[src/rtl/pcie_sram_port_arbiter.sv]
// Write/read arbiter sharing one single-port SRAM, with an anti-starvation limit on writes.
// Optional grant statistics outputs are built when PCIE_SRAM_ARB_STATS_EN is defined.
module pcie_sram_port_arbiter #(
  parameter int DATA_WIDTH   = 256,
  parameter int ADDR_WIDTH   = 10,
  parameter int STARVE_LIMIT = 4
) (
  input  logic                  clk,
  input  logic                  rst,
  input  logic                  wr_req,
  input  logic [ADDR_WIDTH-1:0] wr_addr,
  input  logic [DATA_WIDTH-1:0] wr_data,
  output logic                  wr_gnt,
  input  logic                  rd_req,
  input  logic [ADDR_WIDTH-1:0] rd_addr,
  output logic                  rd_gnt,
  output logic                  rd_rvalid,
  output logic [DATA_WIDTH-1:0] rd_rdata,
  output logic                  sram_cs,
  output logic                  sram_we,
  output logic [ADDR_WIDTH-1:0] sram_addr,
  output logic [DATA_WIDTH-1:0] sram_wdata,
  input  logic [DATA_WIDTH-1:0] sram_rdata
`ifdef PCIE_SRAM_ARB_STATS_EN
  ,
  output logic [15:0]           wr_gnt_count,
  output logic [15:0]           rd_gnt_count,
  output logic [7:0]            starve_evt_count
`endif
);

  localparam logic [3:0] LIMIT = 4'(STARVE_LIMIT);

  typedef enum logic {
    WR_PRI = 1'b0,
    RD_PRI = 1'b1
  } state_t;

  state_t     state;
  state_t     state_nxt;
  logic [3:0] starve_cnt;
  logic [3:0] starve_cnt_nxt;
  logic       rd_vld_p0;

  always_ff @(posedge clk) begin
    if (rst) begin
      state      <= WR_PRI;
      starve_cnt <= '0;
      rd_vld_p0  <= 1'b0;
    end else begin
      state      <= state_nxt;
      starve_cnt <= starve_cnt_nxt;
      rd_vld_p0  <= rd_gnt;
    end
  end

  // Count writes that overtake a waiting read; hitting the limit hands priority to the read.
  always_comb begin
    state_nxt      = state;
    starve_cnt_nxt = starve_cnt;
    case (state)
      WR_PRI: begin
        if (wr_req) begin
          if (rd_req) begin
            starve_cnt_nxt = starve_cnt + 4'd1;
            if (starve_cnt_nxt == LIMIT) state_nxt = RD_PRI;
          end else begin
            starve_cnt_nxt = '0;
          end
        end else if (rd_req) begin
          starve_cnt_nxt = '0;
        end
      end
      RD_PRI: begin
        if (rd_req || wr_req) begin
          state_nxt      = WR_PRI;
          starve_cnt_nxt = '0;
        end
      end
      default: begin
        state_nxt      = WR_PRI;
        starve_cnt_nxt = '0;
      end
    endcase
  end

  always_comb begin
    wr_gnt = 1'b0;
    rd_gnt = 1'b0;
    if (!rst) begin
      case (state)
        WR_PRI: begin
          if (wr_req)      wr_gnt = 1'b1;
          else if (rd_req) rd_gnt = 1'b1;
        end
        RD_PRI: begin
          if (rd_req)      rd_gnt = 1'b1;
          else if (wr_req) wr_gnt = 1'b1;
        end
        default: begin
          wr_gnt = 1'b0;
          rd_gnt = 1'b0;
        end
      endcase
    end
    sram_cs    = wr_gnt | rd_gnt;
    sram_we    = wr_gnt;
    sram_addr  = wr_gnt ? wr_addr : (rd_gnt ? rd_addr : '0);
    sram_wdata = wr_gnt ? wr_data : '0;
  end

  // Return stage: a read issued just before reset must not surface while reset is held.
  assign rd_rvalid = rd_vld_p0 & ~rst;
  assign rd_rdata  = rd_rvalid ? sram_rdata : '0;

`ifdef PCIE_SRAM_ARB_STATS_EN
  function automatic logic [15:0] sat_inc16(input logic [15:0] v);
    return (&v) ? v : v + 16'd1;
  endfunction

  function automatic logic [7:0] sat_inc8(input logic [7:0] v);
    return (&v) ? v : v + 8'd1;
  endfunction

  always_ff @(posedge clk) begin
    if (rst) begin
      wr_gnt_count     <= '0;
      rd_gnt_count     <= '0;
      starve_evt_count <= '0;
    end else begin
      if (wr_gnt) wr_gnt_count <= sat_inc16(wr_gnt_count);
      if (rd_gnt) rd_gnt_count <= sat_inc16(rd_gnt_count);
      if (state == WR_PRI && state_nxt == RD_PRI)
        starve_evt_count <= sat_inc8(starve_evt_count);
    end
  end
`endif

endmodule

[config.mk]
export PLATFORM = sky130hd
export DESIGN_NAME = pcie_sram_port_arbiter
export DESIGN_NICKNAME = d
export VERILOG_FILES = /design/src/rtl/pcie_sram_port_arbiter.sv
export SDC_FILE = /design/constraint.sdc
export NUM_CORES = 1
export LEC_CHECK = 0
export CAP_MARGIN = 20
export CELL_PAD_IN_SITES_DETAIL_PLACEMENT = 2
export CELL_PAD_IN_SITES_GLOBAL_PLACEMENT = 2
export CORE_AREA = 2 2 416 418
export DETAILED_ROUTE_END_ITERATION = 7
export DIE_AREA = 0 0 418 420
export PLACE_DENSITY = 0.56
export SLEW_MARGIN = 20
export SYNTH_ARGS = -nofsm -noshare
export SYNTH_HDL_FRONTEND = slang
export SYNTH_SLANG_ARGS = --single-unit
[constraint.sdc]
create_clock -name clk -period 4.34 [get_ports clk]
set_clock_uncertainty 0.05 [all_clocks]
set_input_delay 0.868 -clock clk [delete_from_list [all_inputs] [get_ports clk]]
set_output_delay 0.868 -clock clk [all_outputs]
set_load 0.01 [all_outputs]
# Word-level counts from Yosys, hierarchy flattened
# Index checks and enable logic that the tools add are counted.
# totals
reg_bits	6
word_cells	35
# op_classes
addsub	1
eq_ne	3
mux	22
bitwise	4
reduce_logical	2
# ops
op	n
$mux W256	2
$mux W10	2
$mux W4	4
$mux W1	10
$pmux W4 S2	1
$pmux W1 S2	3
$add A4 B1 Y4 const B	1
$eq A4 B3 Y1 const B	1
$ne A3 B3 Y1 const B	1
$ne A2 B1 Y1 const B	1
$not A1 Y1	2
$reduce_and A2 Y1	1
$and A1 B1 Y1	1
$logic_or A1 B1 Y1	1
$or A1 B1 Y1	1

# Longest topological paths before layout
# depth
ltp_word	6
mapped_depth	5
ltp_nobuf	4

# Least setup slack after synthesis
# OpenSTA, ideal clock, no wires.
# synth_path
path_type	input-to-output
from	input port rst
to	output port sram_wdata[216]
t_arrival_ns	1.802
setup_slack_ns	1.620
path_stages	5
n_path_buf	3
cell_sequence	buf_6 a211oi_4 buf_6 clkbuf_2 and2_1
# synth_via
elab_chain_cells	2
# synth_lines
element	line	rtl
from (decl)	9	input logic rst,
$mux W1	90	if (!rst) begin
$mux W256	109	sram_wdata = wr_gnt ? wr_data : '0;
to (decl)	22	output logic [DATA_WIDTH-1:0] sram_wdata,
# Every way passes these cells.

# Final worst setup path
# layout_path
from	input port rd_req
to	output port sram_wdata[34]
# layout_via
elab_chain_cells	4
# layout_lines
element	line	rtl
from (decl)	14	input logic rd_req,
$mux W1	97	if (rd_req) rd_gnt = 1'b1;
$pmux W1 S2	91	case (state)
$mux W1	90	
$mux W256	109	
# Every way passes these cells.

==> flow_summary_export.csv <==
group,metric,value,unit
synthesis,syn_inst,615,
place,place_inst,3866,
floorplan,ioPinCount,1063,
routing,viasPerCell,2.49,
worst_setup_path,endpoint_kind,"primary output",
timing,hold_viol,0,
worst_setup_path,startpoint,"rd_req",
timing,slew_violations,0,
outcome,status,"complete, no violations",
clocking,cts_buffers,3,
clocking,worstSkewPairLatency,0.23,ns
clocking,path_clk_slew,0.03,ns
synthesis,avgSynthCellArea,6.33,sq um
finish,fillCellCount,19856,
grt,overflow,0,
place,dpl_cell_area,0.0185,sq mm
power_and_ir_drop,p_leak,6.58,nW
synthesis,ys_async_sr_fraction,0,%
worst_setup_path,crit_arrival,3.11,ns
synthesis,synth_cell_types,25,
routing,drt_first_iter_violations,358,
synthesis,synth-edff-count,0,
finish,syn2layout_area_growth,381,%
timing,clock.fmax,248,MHz
timing,rsz0062_at_grt,"no",
timing,finalSetupViolCount,0,
grt,antenna_found_initial,270,
clocking,cts_setup_buffers,0,
power_and_ir_drop,powerDensity,84.8,mW/mm^2
clocking,htree_levels,1,
finish,drive_gt1_share,14.1,%
worst_setup_path,path_max_fanout,58,
synthesis,yosysWarnings,0,
clocking,cts_root_buf,"clkbuf_16",
grt,grt_pass1_vias,9390,
synthesis,yosysTopAreaCell,"and2_1",
clocking,hold_buffers,0,
timing,slew_headroom,64.4,%
grt,grt_pass1_wl,173,mm
hold_path,holdPathStages,2,
routing,drt.antenna.violating_nets,0,
synthesis,synth_nets,1152,
finish,fin_nets,2175,
clocking,cts_buffer_depth,2,
floorplan,dieArea,0.176,sq mm
worst_setup_path,endpoint,"sram_wdata[34]",
worst_setup_path,r2r_start,"state",
place,globalplace.congestion,0.886,
place,io_buffers,1062,
grt,grt_usage,16.6,%
timing,worst_slew_pin_slew,0.533,ns
floorplan,die_h,420,um
finish,final_cells,3905,
synthesis,syn_area,0.00389,sq mm
synthesis,synth_seq_area_share,3.09,%
synthesis,synth_top_area_share,82.3,%
routing,wl,152,mm
synthesis,synthTopCellsByCount,"512 x and2_1, 28 x clkbuf_1, 24 x clkbuf_2",
worst_setup_path,r2r_slack,2.93,ns
clocking,cts_resized,0,
floorplan,core,0.171,sq mm
floorplan,start_util,2.28,%
floorplan,die_x,418,um
worst_setup_path,critPathKind,"input port to primary output",
grt,grt_max_degree,108,
routing,firstDrtPassIters,4,
routing,dr_total_vias,9705,
worst_setup_path,crit_path_start_kind,"input port",
power_and_ir_drop,vdd_drop_max,0.0000649,V
worst_setup_path,r2r_end,"starve_cnt[3]",
worst_setup_path,cp.required,3.42,ns
timing,finalCritPeriodShare,92.8,%
clocking,cts_sinks,6,
synthesis,synth_area_leaders,"and2_1 82%, clkbuf_2 3.1%, dfxtp_1 3.1%",
synthesis,ys_ff_latch,6,
routing,drcViolationCount,0,
timing,fin_crit,4.03,ns
place,dp_hpwl,146,mm
run,drv_cap,0,
routing,post_drt_wl_per_cell,39.0,um
synthesis,synth.most_common_cell,"and2_1",
hold_path,hold_class,"flop to flop",
synthesis,synth_ff_type,"dfxtp_1",
floorplan,row_count,152,
clocking,cts_tree,"done",
finish,finalInstanceArea,0.0187,sq mm
worst_setup_path,ff2ff_path_depth,3,
==> flip-flops by register name, summed over array words and instances (netlist names) <==
register and flops:
rd_vld_p0 1, state 1, starve_cnt 4
==> cell type report <==
type / instances / area (sq um) / share of cell area, %
clock buffer: 3 / 75.1 / 0.401
inverter: 2 / 7.51 / 0.0401
multi-input combinational: 547 / 3470 / 18.5
antenna: 36 / 90.1 / 0.481
tap: 2233 / 2790 / 14.9
sequential: 6 / 120 / 0.642
timing repair buffer: 1078 / 12200 / 65.0
==> placed cells by master, fill, tap and decap left out <==
master and count:
clkbuf_16 3, a211oi_4 1, nor2_1 4, and2_1 512, nand3b_1 1, mux2i_1 1, inv_1 2, dfxtp_1 6
ha_1 1, nand2_1 3, a21oi_1 2, dlymetal6s2s_1 1, and3b_1 1, clkdlybuf4s50_1 851, nor2b_1 2, o21ai_0 1
nand3_1 2, or3b_1 1, diode_2 36, a31oi_1 1, buf_4 72, buf_12 154, nor2b_4 1, o211a_1 2
a22o_1 10, a22oi_1 1
==> power breakdown <==
part | total, mW | internal (mW) | switching (mW) | leakage, nW
Combinational | 1.38 | 0.828 | 0.552 | 6.49
Sequential | 0.0576 | 0.0565 | 0.00108 | 0.0487
Clock | 0.149 | 0.118 | 0.0312 | 0.0372
Total | 1.59 | 1.00 | 0.584 | 6.58
==> critical path, stage by stage <==
cell and delay, ns:
clkdlybuf4s50_1 0.52, a211oi_4 0.33, buf_12 0.18, buf_12 0.24
buf_4 0.23, and2_1 0.14, clkdlybuf4s50_1 0.54
==> cells by family (layout without fill, tap and decap cells) <==
| family | after synthesis | count (layout) | synth area share [%] |
|---|---|---|---|
| AND/OR/NAND/NOR | 527 | 527 | 84.6 |
| buffers and inverters | 62 | 1083 | 7.72 |
| AO/OA/AOI/OAI | 18 | 18 | 4.02 |
| flip-flops | 6 | 6 | 3.09 |
| adder cells (fa/ha/maj) | 1 | 1 | 0.322 |
| multiplexers | 1 | 1 | 0.257 |
| other | 0 | 36 | 0 |
==> metrics by stage <==
stage               power (mW)  hold WS, ns  worst slack [ns]  utilization [%]  TNS [ns]
floorplan                0.287        0.408              1.62                -         0
global placement          1.48        0.417           -0.0205             10.8   -0.0390
global route              1.66        0.487             0.192             10.9         0
finish                    1.59        0.457             0.314             10.9         0
detailed placement        1.48        0.437            0.0220             10.8         0
CTS                       1.64        0.461            0.0181             10.9         0
==> metal layers <==
layer	vias up	wire, um	global-route usage, %
met3	414	22400	11.4
met5	-	1500	0
met2	766	76400	29.9
met1	4361	49200	15.8
met4	240	2760	1.74
li1	3924	-	-
==> worst min path at each step <==
| stage | end | from |
|---|---|---|
| floorplan | starve_cnt[2] | starve_cnt[2] |
| global placement | starve_cnt[2] | starve_cnt[2] |
| detailed placement | starve_cnt[2] | starve_cnt[2] |
| CTS | starve_cnt[3] | starve_cnt[3] |
| global route | starve_cnt[3] | starve_cnt[3] |
| finish | starve_cnt[3] | starve_cnt[3] |
(Power assumes the default switching activity.)
